<file path="config.mk">
export PLATFORM = sky130hd
export DESIGN_NAME = bact_ternary_quant
export DESIGN_NICKNAME = d
export VERILOG_FILES = /design/src/rtl/bact_ternary_quant.sv
export SDC_FILE = /design/constraint.sdc
export NUM_CORES = 2
export LEC_CHECK = 0
export BUFFER_PORTS_ARGS = -buffer_cell sky130_fd_sc_hd__buf_4
export CAP_MARGIN = 0
export CORE_MARGIN = 1
export CORE_UTILIZATION = 50
export DETAILED_ROUTE_END_ITERATION = 8
export HOLD_SLACK_MARGIN = 0.1
export PLACE_DENSITY = 0.65
export SETUP_SLACK_MARGIN = 0.05
export SLEW_MARGIN = 0
export SYNTH_ARGS = -nofsm -noshare
export SYNTH_HDL_FRONTEND = slang
export SYNTH_SLANG_ARGS = --single-unit
</file>
<file path="constraint.sdc">
create_clock -name i_sclk -period 8.3 [get_ports i_sclk]
set_clock_uncertainty 0.1 [all_clocks]
set_input_delay 1.245 -clock i_sclk [delete_from_list [all_inputs] [get_ports i_sclk]]
set_output_delay 1.245 -clock i_sclk [all_outputs]
set_load 0.03 [all_outputs]
</file>
<file path="src/rtl/bact_ternary_quant.sv">
// Ternary quantizer: adds a per-channel bias to each activation and emits a 2-bit code
// (00 zero, 01 +1, 11 -1) three cycles later. Define BACT_STAT_EN to enable the code counters.
module bact_ternary_quant #(
    parameter int WIDTH_O = 27,
    parameter int WIDTH_B = 16,
    parameter int WIDTH_D = 2,
    parameter int CHANNEL = 256,
    parameter int SIZE    = 56
) (
    input  logic               i_sclk,
    input  logic               i_vsync,
    input  logic               i_hsync,
    input  logic               i_reuse,
    input  logic               i_valid,
    input  logic [WIDTH_O-1:0] i_tdata,
    input  logic               i_bias_vld,
    input  logic [WIDTH_B-1:0] i_bias,
    input  logic [WIDTH_O-2:0] i_thr,
    output logic               o_hsync,
    output logic               o_reuse,
    output logic               o_valid,
    output logic [WIDTH_D-1:0] o_tdata,
    output logic [1:0]         o_err,
    output logic [31:0]        o_cnt_pos,
    output logic [31:0]        o_cnt_neg
);
    localparam int CW   = (CHANNEL > 1) ? $clog2(CHANNEL) : 1;
    localparam int DW   = WIDTH_O + 1;
    localparam int CMPW = WIDTH_O + 2;
    localparam logic [CW-1:0] CH_LAST = CW'(CHANNEL - 1);
    localparam logic [WIDTH_D-1:0] CODE_POS = WIDTH_D'(1);
    localparam logic [WIDTH_D-1:0] CODE_NEG = '1;

    logic [WIDTH_B-1:0] tbl_q [CHANNEL];
    logic               tbl_we;

    logic [CW-1:0]        ptr_q, ptr_d, ch_q, ch_d;
    logic                 tbl_full_q, tbl_full_d;
    logic [1:0]           err_q, err_d;
    logic [2:0]           vld_pipe_q, vld_pipe_d;
    logic [2:0]           hs_pipe_q, hs_pipe_d;
    logic [2:0]           ru_pipe_q, ru_pipe_d;
    logic [WIDTH_O-1:0]   x_q, x_d;
    logic [WIDTH_B-1:0]   b_q, b_d;
    logic signed [DW-1:0] d_q, d_d;
    logic [WIDTH_D-1:0]   code_q, code_d;

    logic signed [CMPW-1:0] d_ext, t_ext, neg_t;

    always_comb begin
        ptr_d      = ptr_q;
        tbl_full_d = tbl_full_q;
        tbl_we     = 1'b0;
        err_d      = err_q;
        ch_d       = ch_q;

        // Once the table is full the pointer parks on the last slot; extra loads only flag.
        if (i_bias_vld) begin
            if (!tbl_full_q) begin
                tbl_we = 1'b1;
                if (ptr_q == CH_LAST) tbl_full_d = 1'b1;
                else                  ptr_d      = ptr_q + 1'b1;
            end else begin
                err_d[1] = 1'b1;
            end
        end
        if (i_valid && !tbl_full_q) err_d[0] = 1'b1;

        if (i_hsync)      ch_d = CH_LAST;
        else if (i_reuse) ch_d = (ch_q == CH_LAST) ? '0 : ch_q + 1'b1;

        vld_pipe_d = {vld_pipe_q[1:0], i_valid};
        hs_pipe_d  = {hs_pipe_q[1:0], i_hsync};
        ru_pipe_d  = {ru_pipe_q[1:0], i_reuse};

        x_d = i_tdata;
        b_d = tbl_q[ch_q];
        d_d = $signed({x_q[WIDTH_O-1], x_q})
            + $signed({{(DW - WIDTH_B){b_q[WIDTH_B-1]}}, b_q});

        // Threshold is unsigned; widen by one more bit so -T never overflows.
        d_ext  = $signed({d_q[DW-1], d_q});
        t_ext  = $signed({3'b000, i_thr});
        neg_t  = -t_ext;
        code_d = '0;
        if (vld_pipe_q[1]) begin
            if (d_ext > t_ext)      code_d = CODE_POS;
            else if (d_ext < neg_t) code_d = CODE_NEG;
        end
    end

    always_ff @(posedge i_sclk) begin
        if (i_vsync) begin
            ptr_q      <= '0;
            tbl_full_q <= 1'b0;
            err_q      <= '0;
            ch_q       <= CH_LAST;
            vld_pipe_q <= '0;
            hs_pipe_q  <= '0;
            ru_pipe_q  <= '0;
            x_q        <= '0;
            b_q        <= '0;
            d_q        <= '0;
            code_q     <= '0;
        end else begin
            ptr_q      <= ptr_d;
            tbl_full_q <= tbl_full_d;
            err_q      <= err_d;
            ch_q       <= ch_d;
            vld_pipe_q <= vld_pipe_d;
            hs_pipe_q  <= hs_pipe_d;
            ru_pipe_q  <= ru_pipe_d;
            x_q        <= x_d;
            b_q        <= b_d;
            d_q        <= d_d;
            code_q     <= code_d;
        end
    end

    always_ff @(posedge i_sclk) begin
        if (tbl_we && !i_vsync) tbl_q[ptr_q] <= i_bias;
    end

    assign o_hsync = hs_pipe_q[2];
    assign o_reuse = ru_pipe_q[2];
    assign o_valid = vld_pipe_q[2];
    assign o_tdata = code_q;
    assign o_err   = err_q;

`ifdef BACT_STAT_EN
    logic [31:0] cnt_pos_q, cnt_pos_d, cnt_neg_q, cnt_neg_d;

    always_comb begin
        cnt_pos_d = cnt_pos_q;
        cnt_neg_d = cnt_neg_q;
        if (vld_pipe_q[2] && code_q == CODE_POS && cnt_pos_q != '1) cnt_pos_d = cnt_pos_q + 1'b1;
        if (vld_pipe_q[2] && code_q == CODE_NEG && cnt_neg_q != '1) cnt_neg_d = cnt_neg_q + 1'b1;
    end

    always_ff @(posedge i_sclk) begin
        if (i_vsync) begin
            cnt_pos_q <= '0;
            cnt_neg_q <= '0;
        end else begin
            cnt_pos_q <= cnt_pos_d;
            cnt_neg_q <= cnt_neg_d;
        end
    end

    assign o_cnt_pos = cnt_pos_q;
    assign o_cnt_neg = cnt_neg_q;
`else
    assign o_cnt_pos = '0;
    assign o_cnt_neg = '0;
`endif

endmodule
</file>
==> flow_metrics.tcl <==
set metrics [dict create \
    outcome "finished clean" \
    die_area_sq_um 330000 \
    gr-usage-all-layers_pct 26.4 \
    hold_viol_final 0 \
    cts_buffer_depth 4 \
    cts_buffers 414 \
    ys_seq_area_share_pct 76.4 \
    maxSlewHeadroom_pct 7.86 \
    cts_tree "built" \
    dp_cells 11900 \
    drc 0 \
    via_per_inst 6.40 \
    drt-met1-wl_microns 170000 \
    wl_met3_microns 43100 \
    cts_sinks 4197 \
    finalNonFillerCells 12700 \
    fill_cells 23600 \
    finalCriticalPeriod_ns 5.32 \
    grt_pass1_vias 80800 \
    final_area_sq_um 184000 \
    crit_type "flop to flop" \
    worst_pin_slew_ns 1.35 \
    area_growth_pct 12.5 \
    synth_enable_flop_cells 4096 \
    end_kind "flop" \
    ys.flop_type "edfxtp_1" \
    grt_overflow_total 0 \
    required_ns 9.03 \
    wl_met2_microns 207000 \
    place_area_sq_um 171000 \
    dp_hpwl_microns 250000 \
    cp.arrival_ns 6.05 \
    ioPinCount 146 \
    io_buffers 81 \
    h-tree-depth 5 \
    rows 209 \
    initial_utilization_pct 50.4 \
    maxCapViolations 0 \
    setup_viol 0 \
    layout_common_cells "4,096 x edfxtp_1, 1,086 x mux4_2, 420 x clkbuf_16" \
    cts_setup_buffers 0 \
    final_common_cell "edfxtp_1" \
    hold_ws_ns 0.333 \
    finalCritPeriodShare_pct 64.1 \
    finalWeightedCongestion 0.892 \
    drv_slew 0 \
    synthCells 7531 \
    yosysUniqueCellTypes 71 \
    rsz0062_at_grt "false" \
    worstSkewPairLatency_ns 0.97 \
    nets 8145 \
    postSynthAreaPerCell_sq_um 21.7 \
    die_y_microns 574 \
    hold_path.class "flop to flop" \
    grt_max_degree 181 \
    cellLeakagePower_uw 0.0598 \
    vias 81000 \
    fp.dieW_microns 574 \
    clk_pin_slew_ns 0.06 \
    fmax_mhz 188 \
    drtIter0Drc 11500 \
    layout-drive-gt1-share_pct 27.4 \
    crit_fanout 100 \
    syn_area_sq_um 164000 \
    wl_per_cell_microns 34.4 \
    wl_microns 436000 \
    total_power_uw 44600 \
    ant_nets 0 \
    cts_resized 0 \
    ys_ff_latch 4197 \
    fin_setup_tns_ns 0 \
    start_kind "flop" \
    cts_root_buf "clkbuf_16" \
    core_area_sq_um 325000 \
    grt_pass1_wl_microns 615000 \
    async_flop_share_pct 0 \
    yosys_warnings 0 \
    p_per_area_nw_per_um2 242 \
    ctsHoldBuffers 0 \
    peakVddDrop_mv 0.173 \
    antenna_found_initial 23 \
    firstDrtPassIters 6 \
    highest_layer "met5" \
]
## sequential cells by signal (all words and copies together), names as in the netlist
name	cells
tbl_q	4096
o_err	2
d_q	28
b_q	16
x_q	27
hs_pipe_q	3
ch_q	8
o_tdata	2
ru_pipe_q	3
vld_pipe_q	3
ptr_q	8
tbl_full_q	1
## layer usage
| metal | track usage [%] | vias up |
|---|---|---|
| li1 | - | 32400 |
| met5 | 0 | - |
| met4 | 9.54 | 12 |
| met3 | 5.60 | 688 |
| met1 | 37.0 | 43500 |
| met2 | 41.3 | 4405 |
## synth_stat cells (all sizes together), types with 7 or more instances
library cell  count  area [sq um]
a2111oi          15           131
a211oi           23           173
a21o             35           263
a21oi            99           495
a221oi           31           272
a22oi            19           143
a31oi            15          93.8
and2              7          43.8
and3             16           100
buf             318          1990
clkbuf          154           578
dfxtp           101          2020
edfxtp         4096        123000
ha               87          1090
inv              47           176
mux2             15           169
mux2i           261          2610
mux4           1086         24500
nand2           163           612
nand2b           12          75.1
nand3            40           200
nand4            12          75.1
nor2            401          1510
nor2b            56           350
nor3             30           150
nor4              9          56.3
o211ai           16           120
o21a             11          82.6
o21ai           101           505
o221ai           69           604
o22ai            49           307
o31ai             8          60.1
xnor2            32           280
xor2             18           158
## per-stage QoR
stage                     utilization (%)  setup slack, ns
after floorplan                         -             3.33
after global placement               52.6             2.62
after detailed placement             52.6             2.59
after CTS                            56.7             3.08
after global routing                 56.7             3.00
final                                56.7             2.98
## cell type report
cell class	count	area [sq um]	share of cell area, %
flip-flops and latches	4197	125000	67.9
repair buffers	444	3690	2.01
multi-input cells	2878	36400	19.8
inverters	47	191	0.104
clock inverters	243	2390	1.30
diodes	8	20.0	0.0109
well taps	4325	5410	2.94
clock buffers	520	11000	5.96
## report_power, final
| part | switching (uW) | leakage [uW] | internal, uW | total (uW) |
|---|---|---|---|---|
| logic | 1720 | 0.0156 | 900 | 2620 |
| clock network | 7950 | 0.00654 | 10600 | 18600 |
| registers | 107 | 0.0376 | 23300 | 23400 |
| total | 9780 | 0.0598 | 34800 | 44600 |
## path summary, 6_finish.rpt
check | from | to | slack, ns | depth (start not counted)
worst max register to register | ch_q[1]$_SDFFE_PP1P_ | b_q[7]$_SDFF_PP0_ | 2.98 | 8
worst max-delay path | ch_q[1]$_SDFFE_PP1P_ | b_q[7]$_SDFF_PP0_ | 2.98 | 8
worst min register to register | hs_pipe_q[1]$_SDFF_PP0_ | hs_pipe_q[2]$_SDFF_PP0_ | 0.33 | 1
worst min-delay path | hs_pipe_q[1]$_SDFF_PP0_ | hs_pipe_q[2]$_SDFF_PP0_ | 0.33 | 1
## kinds of logic after synthesis
logic type	Yosys count	share of synthesized area (%)
AOI/OAI and AO/OA	541	2.26
xor gates and xnor gates	50	0.268
adders and majority gates	88	0.677
buffers and inverters	519	1.68
DFF	4197	76.4
muxes	1362	16.6
other	1	0.00229
and+or+nand+nor	773	2.06
## critical path, stage by stage (launching register included)
cell,delay (ns)
dfxtp_4,0.81
buf_12,0.56
buf_4,0.76
mux4_2,0.42
nor2_1,0.11
a2111oi_0,0.07
a2111oi_0,1.13
a221oi_1,0.54
o32a_1,0.43
(Power assumes the default switching activity.)
